==> src/rtl/four_phase_monitor_pkg.sv <==
// Shared constants and types for the 4-phase bundle monitor.
// Code bit order is {p0, p1, p2, p3}.
package four_phase_monitor_pkg;

  localparam logic [3:0] PH0_CODE = 4'b0110;
  localparam logic [3:0] PH1_CODE = 4'b0011;
  localparam logic [3:0] PH2_CODE = 4'b1001;
  localparam logic [3:0] PH3_CODE = 4'b1100;

  typedef logic [1:0] phase_t;

  typedef enum logic [1:0] {
    UNLOCKED = 2'd0,
    ACQUIRE  = 2'd1,
    LOCKED   = 2'd2
  } state_t;

  // Legal iff p2 = ~p0 and p3 = ~p1.
  function automatic logic code_legal(input logic [3:0] code);
    return (code[1] == ~code[3]) && (code[0] == ~code[2]);
  endfunction

  function automatic phase_t code2phase(input logic [3:0] code);
    phase_t ph;
    case (code)
      PH1_CODE: ph = 2'd1;
      PH2_CODE: ph = 2'd2;
      PH3_CODE: ph = 2'd3;
      default:  ph = 2'd0;
    endcase
    return ph;
  endfunction

endpackage

==> src/rtl/four_phase_monitor_sync_chain.sv <==
// Multi-flop synchroniser for a bundle of asynchronous lines, cleared on reset.
module four_phase_monitor_sync_chain #(
  parameter int W      = 4,
  parameter int STAGES = 2
) (
  input  logic         i_clk,
  input  logic         i_rst,
  input  logic [W-1:0] i_d,
  output logic [W-1:0] o_q
);

  logic [STAGES-1:0][W-1:0] r_sync;

  always_ff @(posedge i_clk or posedge i_rst) begin
    if (i_rst) begin
      r_sync <= '0;
    end else begin
      r_sync[0] <= i_d;
      for (int i = 1; i < STAGES; i++) r_sync[i] <= r_sync[i-1];
    end
  end

  assign o_q = r_sync[STAGES-1];

endmodule

==> src/rtl/four_phase_monitor.sv <==
// Receive-side checker for the p0..p3 quadrature bundle: decode, rotation
// check, dwell measurement, stall detection and lock tracking.
module four_phase_monitor
  import four_phase_monitor_pkg::*;
#(
  parameter int SYNC_STAGES = 2,
  parameter int LOCK_COUNT  = 8,
  parameter int DW          = 8,
  parameter int MAX_DWELL   = 16
) (
  input  logic          CLK,
  input  logic          RST,
  input  logic          p0,
  input  logic          p1,
  input  logic          p2,
  input  logic          p3,
  input  logic          clr_err,
  output logic [1:0]    phase,
  output logic          phase_valid,
  output logic          locked,
  output logic [DW-1:0] dwell,
  output logic          err_code,
  output logic          err_seq,
  output logic          err_stall
);

  localparam int RW = $clog2(LOCK_COUNT + 1);

  logic [3:0]    w_code;
  logic          w_legal, w_first, w_change, w_fwd, w_seq, w_stall, w_ill, w_bad;
  phase_t        w_idx, w_step;
  logic [DW-1:0] w_cnt_nxt;
  state_t        r_state, w_state_nxt;
  logic [RW-1:0] r_run, w_run_nxt;
  phase_t        r_phase;
  logic          r_valid, r_seen;
  logic [DW-1:0] r_cnt, r_dwell;
  logic          r_err_code, r_err_seq, r_err_stall;

  four_phase_monitor_sync_chain #(.W(4), .STAGES(SYNC_STAGES)) u_sync (
    .i_clk (CLK),
    .i_rst (RST),
    .i_d   ({p0, p1, p2, p3}),
    .o_q   (w_code)
  );

  assign w_legal   = code_legal(w_code);
  assign w_idx     = code2phase(w_code);
  assign w_step    = w_idx - r_phase;
  // Until a first legal code arrives the synchroniser still shows its reset
  // zeros, so illegal-code and stall checks only start once the bundle is seen.
  assign w_first   = w_legal && !r_seen;
  assign w_change  = w_legal && r_seen && (w_idx != r_phase);
  assign w_fwd     = w_change && (w_step == 2'd1);
  assign w_seq     = w_change && (w_step != 2'd1);
  assign w_ill     = r_seen && !w_legal;
  assign w_cnt_nxt = (r_cnt == '1) ? r_cnt : r_cnt + DW'(1);
  assign w_stall   = r_seen && !w_change && (w_cnt_nxt == DW'(MAX_DWELL))
                     && (r_cnt != DW'(MAX_DWELL));
  assign w_bad     = w_ill || w_seq || w_stall;

  always_comb begin
    w_state_nxt = r_state;
    w_run_nxt   = r_run;
    case (r_state)
      UNLOCKED: begin
        w_run_nxt = '0;
        if (w_legal && !w_bad) w_state_nxt = ACQUIRE;
      end
      ACQUIRE: begin
        if (w_bad) begin
          w_state_nxt = UNLOCKED;
          w_run_nxt   = '0;
        end else if (w_fwd) begin
          if (r_run == RW'(LOCK_COUNT - 1)) begin
            w_state_nxt = LOCKED;
            w_run_nxt   = '0;
          end else begin
            w_run_nxt = r_run + RW'(1);
          end
        end
      end
      LOCKED: begin
        if (w_bad) w_state_nxt = UNLOCKED;
      end
      default: begin
        w_state_nxt = UNLOCKED;
        w_run_nxt   = '0;
      end
    endcase
  end

  always_ff @(posedge CLK or posedge RST) begin
    if (RST) begin
      r_state     <= UNLOCKED;
      r_run       <= '0;
      r_phase     <= '0;
      r_valid     <= 1'b0;
      r_seen      <= 1'b0;
      r_cnt       <= '0;
      r_dwell     <= '0;
      r_err_code  <= 1'b0;
      r_err_seq   <= 1'b0;
      r_err_stall <= 1'b0;
    end else begin
      r_state <= w_state_nxt;
      r_run   <= w_run_nxt;
      r_valid <= w_legal;
      if (w_legal) r_phase <= w_idx;
      if (w_first) r_seen <= 1'b1;
      if (w_first || w_change) r_cnt <= DW'(1);
      else if (r_seen)         r_cnt <= w_cnt_nxt;
      if (w_change) r_dwell <= r_cnt;
      // Set has priority over a coincident clear.
      r_err_code  <= w_ill   || (r_err_code  && !clr_err);
      r_err_seq   <= w_seq   || (r_err_seq   && !clr_err);
      r_err_stall <= w_stall || (r_err_stall && !clr_err);
    end
  end

  assign phase       = r_phase;
  assign phase_valid = r_valid;
  assign locked      = (r_state == LOCKED);
  assign dwell       = r_dwell;
  assign err_code    = r_err_code;
  assign err_seq     = r_err_seq;
  assign err_stall   = r_err_stall;

endmodule

==> config.mk <==
export PLATFORM = sky130hd
export DESIGN_NAME = four_phase_monitor
export DESIGN_NICKNAME = d
export VERILOG_FILES = /design/src/rtl/four_phase_monitor_pkg.sv /design/src/rtl/four_phase_monitor_sync_chain.sv /design/src/rtl/four_phase_monitor.sv
export SDC_FILE = /design/constraint.sdc
export NUM_CORES = 1
export LEC_CHECK = 0
export CAP_MARGIN = 30
export CORE_MARGIN = 4
export CORE_UTILIZATION = 45
export DETAILED_ROUTE_END_ITERATION = 10
export PLACE_DENSITY = 0.68
export SLEW_MARGIN = 20
export SYNTH_ARGS = -nofsm -noshare
export SYNTH_HDL_FRONTEND = slang
export SYNTH_HIERARCHICAL = 1
export SYNTH_SLANG_ARGS = --single-unit
==> constraint.sdc <==
create_clock -name CLK -period 7.67 [get_ports CLK]
set_input_delay 0.767 -clock CLK [delete_from_list [all_inputs] [get_ports CLK]]
set_output_delay 0.767 -clock CLK [all_outputs]
set_load 0.1 [all_outputs]
# Word-level counts from Yosys, hierarchy flattened
# Cells that the tools add are included.
# W data, S select, Z words.
[word_totals] ff_bits=37 input_bits=7 out_inout_bits=15 wordCells=79
[op_classes] n_addsub=3 eq_ne=18 mux=14 n_bitwise=3 n_reduce_logical=29
[op_table] op="$mux W8" count=3
[op_table] op="$logic_and A1 B1 Y1" count=14
[op_table] op="$mux W4" count=3
[op_table] op="$pmux W2 S3" count=2
[op_table] op="$mux W2" count=5
[op_table] op="$add A8 B1 Y8 const B" count=1
[op_table] op="$eq A4 B4 Y1 const B" count=2
[op_table] op="$eq A8 B5 Y1 const B" count=1
[op_table] op="$eq A8 B8 Y1 const B" count=1
[op_table] op="$ne A8 B5 Y1 const B" count=1
[op_table] op="$pmux W4 S2" count=1
[op_table] op="$logic_or A1 B1 Y1" count=6
[op_table] op="$ne A3 B3 Y1 const B" count=2
[op_table] op="$logic_not A1 Y1" count=5
[op_table] op="$add A4 B1 Y4 const B" count=1
[op_table] op="$eq A2 B1 Y1 const B" count=2
[op_table] op="$eq A4 B2 Y1 const B" count=1
[op_table] op="$eq A4 B3 Y1 const B" count=1
[op_table] op="$ne A2 B1 Y1 const B" count=2
[op_table] op="$reduce_and A4 Y1" count=1
[op_table] op="$not A1 Y1" count=3
[op_table] op="$eq A1 B1 Y1" count=2
[op_table] op="$eq A2 B2 Y1 const B" count=1
[op_table] op="$logic_not A2 Y1" count=1
[op_table] op="5 further kinds" count=5

# Longest topological paths before layout
[logic_depth] word_depth=14 depth_mapped=11 mapped_depth_nobuf=10

# Modules after synthesis
# Netlist, hierarchy kept.
[modules_own_cells] mod="four_phase_monitor" n_inst=1 cells_per_inst=186 area_each_um2=1709.1 seq_area_each_um2=725.7
[modules_own_cells] mod="four_phase_monitor_sync_chain" n_inst=1 cells_per_inst=13 area_each_um2=234.0 seq_area_each_um2=200.2

# Worst setup path before layout
# Ideal clock, no wire load.
[synth_path] kind="register -> register" start="reg r_phase[0] (netlist: phase[0])" end="reg r_run[0]" setup_time_ns=0.130 arrival_time_ns=2.655 required_time_ns=7.540 slack_ns=4.884 stages_incl_launch_ff=8 n_path_buf=0 period_less_slack_ns=2.786 cell_sequence="dfrtp_1 -> ha_1 -> nor2b_1 -> o2bb2ai_1 -> a211o_1 -> or4_4 -> a31oi_4 -> mux2i_1"
[synth_between] elab_chain_len=9 elab_cells_between_ends=17 classes_between="1 x add/sub; 4 x eq/ne; 2 x mux; 10 x reduce/logical"
[synth_rtl] item="from (decl)" line="four_phase_monitor.sv:35" rtl="phase_t r_phase;"
[synth_rtl] item="from (signal assigned)" line="four_phase_monitor.sv:109" rtl="if (w_legal) r_phase <= w_idx;"
[synth_rtl] item="branches (longest 9 deep; another with $sub A2 B2 Y2)"
[synth_rtl] item="to (signal assigned)" line="four_phase_monitor.sv:107" rtl="r_run <= w_run_nxt;"
[synth_rtl] item="to (decl)" line="four_phase_monitor.sv:34" rtl="logic [RW-1:0] r_run, w_run_nxt;"
# Parallel ways; which one is timed is not known.
# A chain may end at the register's enable or synchronous reset.

# Worst setup path after layout
[layout_path] start="reg u_sync.r_sync (netlist bit u_sync/o_q[1])" end="reg r_run[3]"
[layout_between] elab_chain_len=11 elab_cells_between_ends=26 classes_between="1 x add/sub; 8 x eq/ne; 3 x mux; 14 x reduce/logical"
[layout_rtl] item="from (decl)" line="four_phase_monitor_sync_chain.sv:12" rtl="logic [STAGES-1:0][W-1:0] r_sync;"
[layout_rtl] item="branches (longest 11 deep; another with $sub A2 B2 Y2)"
# Parallel ways; which one is timed is not known.

==> impl_metrics.env <==
export IMPL_fp_row_count=23
export IMPL_drt_iter0_markers=103
export IMPL_grt_overflow_total=0
export IMPL_dpl_hpwl_um=3010
export IMPL_grt_max_degree=16
export IMPL_seqCellArea_sq_um=926
export IMPL_tritoncts_num_buffers=5
export IMPL_wl_met1_um=1840
export IMPL_initial_core_util_pct=47.6
export IMPL_clock_group_share_of_total_power_pct=26.4
export IMPL_via_count=1545
export IMPL_final_layout_size_suffix_gt1_share_pct=9.30
export IMPL_synth_largest_area_cell="sky130_fd_sc_hd__dfrtp_1"
export IMPL_antenna_diode_count=0
export IMPL_timing_critical_path_to_type="flop"
export IMPL_synth_edff_count=0
export IMPL_clock_fmax_ghz=0.301
export IMPL_power_density_nw_per_um2=332
export IMPL_number_of_antenna_violations_at_the_first_check_in_global_routing=0
export IMPL_met2WireLength_um=2080
export IMPL_critPathArrivalTime_ns=3.50
export IMPL_min_period_over_period_pct=43.4
export IMPL_yosys_cell_types_count=50
export IMPL_first_pass_iters=4
export IMPL_ff2ff_path_depth=10
export IMPL_io_pins=22
export IMPL_start_kind="flop"
export IMPL_cts_tree="yes"
export IMPL_global_route_wire_length_before_repair_um=7300
export IMPL_netlist_instances=199
export IMPL_h_tree_depth=2
export IMPL_most_common_library_cell_in_the_layout_ignoring_fill_and_taps="sky130_fd_sc_hd__dfrtp_1"
export IMPL_place_congestion=0.849
export IMPL_cts_repair_resized=0
export IMPL_floorplan_die_area_sq_um=5430
export IMPL_num_nets_final=225
export IMPL_worst_path_class_setup="flop to flop"
export IMPL_globalRouteTotalUtil_pct=17.4
export IMPL_post_drt_via_cell_ratio=5.83
export IMPL_clkSinkCount=37
export IMPL_mappedNetlistArea_sq_um=1940
export IMPL_routed_wirelength_um=4170
export IMPL_maxSlewViolCount=0
export IMPL_syn_nets=210
export IMPL_placement_io_buffers=21
export IMPL_report_final_setup_viol=0
export IMPL_syn_area_per_cell_sq_um=9.76
export IMPL_unrepaired_setup_endpoints_after_global_routing="no"
export IMPL_clock_path_buffers=2
export IMPL_asyncSetResetFlopFracSynth_pct=100
export IMPL_yosys_warnings=6
export IMPL_p_int_mw=0.441
export IMPL_power_share_sequential_pct=35.3
export IMPL_static_leakage_power_nw=1.03
export IMPL_die_x_um=73.7
export IMPL_transition_time_of_the_tightest_slew_check_pin_ns=0.987
export IMPL_cell_depth_of_the_worst_min_delay_path=0
export IMPL_drtAntennaViolNets=0
export IMPL_post_cts_hold_buffer_count=0
export IMPL_ctsRootBufferMaster="sky130_fd_sc_hd__clkbuf_8"
export IMPL_synthFlopType="sky130_fd_sc_hd__dfrtp_1"
export IMPL_worst_clock_skew_ns=0.00407
export IMPL_post_cts_setup_buffers=0
export IMPL_fin_setup_tns_ns=0
export IMPL_finish_utilization_pct=55.8
export IMPL_max_cap_viols=0
export IMPL_finalHoldViolCount=0
export IMPL_post_synth_top_area_fraction_pct=47.6
export IMPL_syn_to_final_growth_pct=17.5
export IMPL_placeable_core_region_sq_um=4090
export IMPL_multi_input_area_sq_um=886
export IMPL_synth_area_top_cells="sky130_fd_sc_hd__dfrtp_1 (48%), sky130_fd_sc_hd__mux2_2 (3.5%), sky130_fd_sc_hd__a21oi_1 (3.1%)"
export IMPL_grt_pass1_vias=1560
export IMPL_peakVddDrop_uv=240
export IMPL_worst_setup_hold_path_clk_slew_ns=0.07
export IMPL_timing_final_crit_period_ns=3.33
export IMPL_worst_hold_path_type="flop to flop"
export IMPL_seq_area_frac_synth_pct=47.6
export IMPL_drc_errors=0
export IMPL_switching_share_of_power_pct=41.8
export IMPL_layout_common_cells="sky130_fd_sc_hd__dfrtp_1 (37), sky130_fd_sc_hd__clkdlybuf4s50_1 (21), sky130_fd_sc_hd__nand2_1 (15)"
export IMPL_die_h_um=73.7
export IMPL_clock_insertion_delay_worst_skew_ns=0.29
export IMPL_worstPathRequired_ns=7.84
export IMPL_switchingPower_mw=0.317
export IMPL_critPathMaxFanout=15
export IMPL_max_slew_margin_pct=34.0
export IMPL_top_layer_used="met4"
export IMPL_outcome="finished clean"
export IMPL_met3RoutedLength_um=212
export IMPL_nFillCells=370
export IMPL_synth_ff_latch_count=37
export IMPL_worst_r2r_setup_slack_ns=4.34
export IMPL_share_comb_of_total_power_pct=38.3
export IMPL_routed_length_per_instance_um=15.7
[layout make-up]
class | count | share of cell area (%)
multi-input combinational | 135 | 38.8
tap | 50 | 2.74
timing repair buffer | 22 | 9.87
clock inverter | 3 | 2.85
inverter | 13 | 2.14
clock buffer | 5 | 3.02
sequential | 37 | 40.6
[metrics by stage]
stage | setup slack, ns | total power [mW] | hold WS, ns | instance area (sq um) | cells
floorplan | 4.88 | 0.498 | 0.331 | 1940 | 199
CTS | 4.38 | 0.763 | 0.357 | 2280 | 265
finish | 4.34 | 0.758 | 0.355 | 2280 | 265
global placement | 4.62 | 0.552 | 0.336 | 2130 | 256
global route | 4.05 | 0.798 | 0.367 | 2280 | 265
detailed placement | 4.41 | 0.560 | 0.339 | 2150 | 257
[routing by layer]
layer,GRT usage (%),vias to the layer above
met5,0,-
met4,5.84,0
met3,4.65,4
met2,28.1,53
met1,22.6,756
li1,-,732
[critical path, stage by stage, from the launching register on]
cell	delay [ns]
sky130_fd_sc_hd__dfrtp_1	0.42
sky130_fd_sc_hd__nand2b_1	0.21
sky130_fd_sc_hd__nor2_1	0.11
sky130_fd_sc_hd__a21oi_1	0.09
sky130_fd_sc_hd__ha_1	0.37
sky130_fd_sc_hd__nor2b_1	0.16
sky130_fd_sc_hd__o2bb2ai_1	0.24
sky130_fd_sc_hd__nand3_1	0.50
sky130_fd_sc_hd__a21oi_1	0.62
sky130_fd_sc_hd__nand2_1	0.12
sky130_fd_sc_hd__a311o_1	0.37
[kinds of logic (layout without fill, tap and decap cells)]
group	after synthesis	in the layout	synth area share (%)
AO/OA/AOI/OAI	44	44	14.9
flip-flops	37	37	47.6
AND/OR/NAND/NOR	75	75	21.6
adder cells (fa/ha/maj)	4	4	2.58
multiplexers	8	8	4.76
buffers and inverters	27	43	6.76
XOR/XNOR	4	4	1.80
[flip-flops by register name (all words and copies together), names as in the netlist, 2 cells and up]
name and flops:
r_state 2, r_cnt 8, u_sync/o_q 4, u_sync/r_sync 4, dwell 8, phase 2, r_run 4
[cell usage after synthesis (5+ instances only)]
cell type / n
sky130_fd_sc_hd__nor2b_1: 5
sky130_fd_sc_hd__dfrtp_1: 37
sky130_fd_sc_hd__nor2_1: 13
sky130_fd_sc_hd__a21oi_1: 12
sky130_fd_sc_hd__nand3_1: 10
sky130_fd_sc_hd__inv_1: 13
sky130_fd_sc_hd__mux2_2: 6
sky130_fd_sc_hd__nand2_1: 15
sky130_fd_sc_hd__buf_2: 6
sky130_fd_sc_hd__o21ai_0: 12
[power groups by stage]
stage               sequential, mW  combinational, mW  clock (mW)
global placement             0.267              0.285           0
finish                       0.267              0.290       0.200
CTS                          0.267              0.291       0.204
detailed placement           0.270              0.289           0
floorplan                    0.373              0.124           0
global route                 0.275              0.309       0.214
[path summary, 6_finish.rpt]
| path | endpoint | start |
|---|---|---|
| min in group asynchronous | u_sync/r_sync[2]$_DFF_PP0_ | RST |
| min | u_sync/o_q[3]$_DFF_PP0_ | u_sync/r_sync[3]$_DFF_PP0_ |
| min reg2reg | u_sync/o_q[3]$_DFF_PP0_ | u_sync/r_sync[3]$_DFF_PP0_ |
| max reg2reg | r_run[3]$_DFFE_PP0P_ | u_sync/o_q[1]$_DFF_PP0_ |
| max in group asynchronous | r_run[0]$_DFFE_PP0P_ | RST |
| max | r_run[3]$_DFFE_PP0P_ | u_sync/o_q[1]$_DFF_PP0_ |
(Power assumes the default switching activity.)
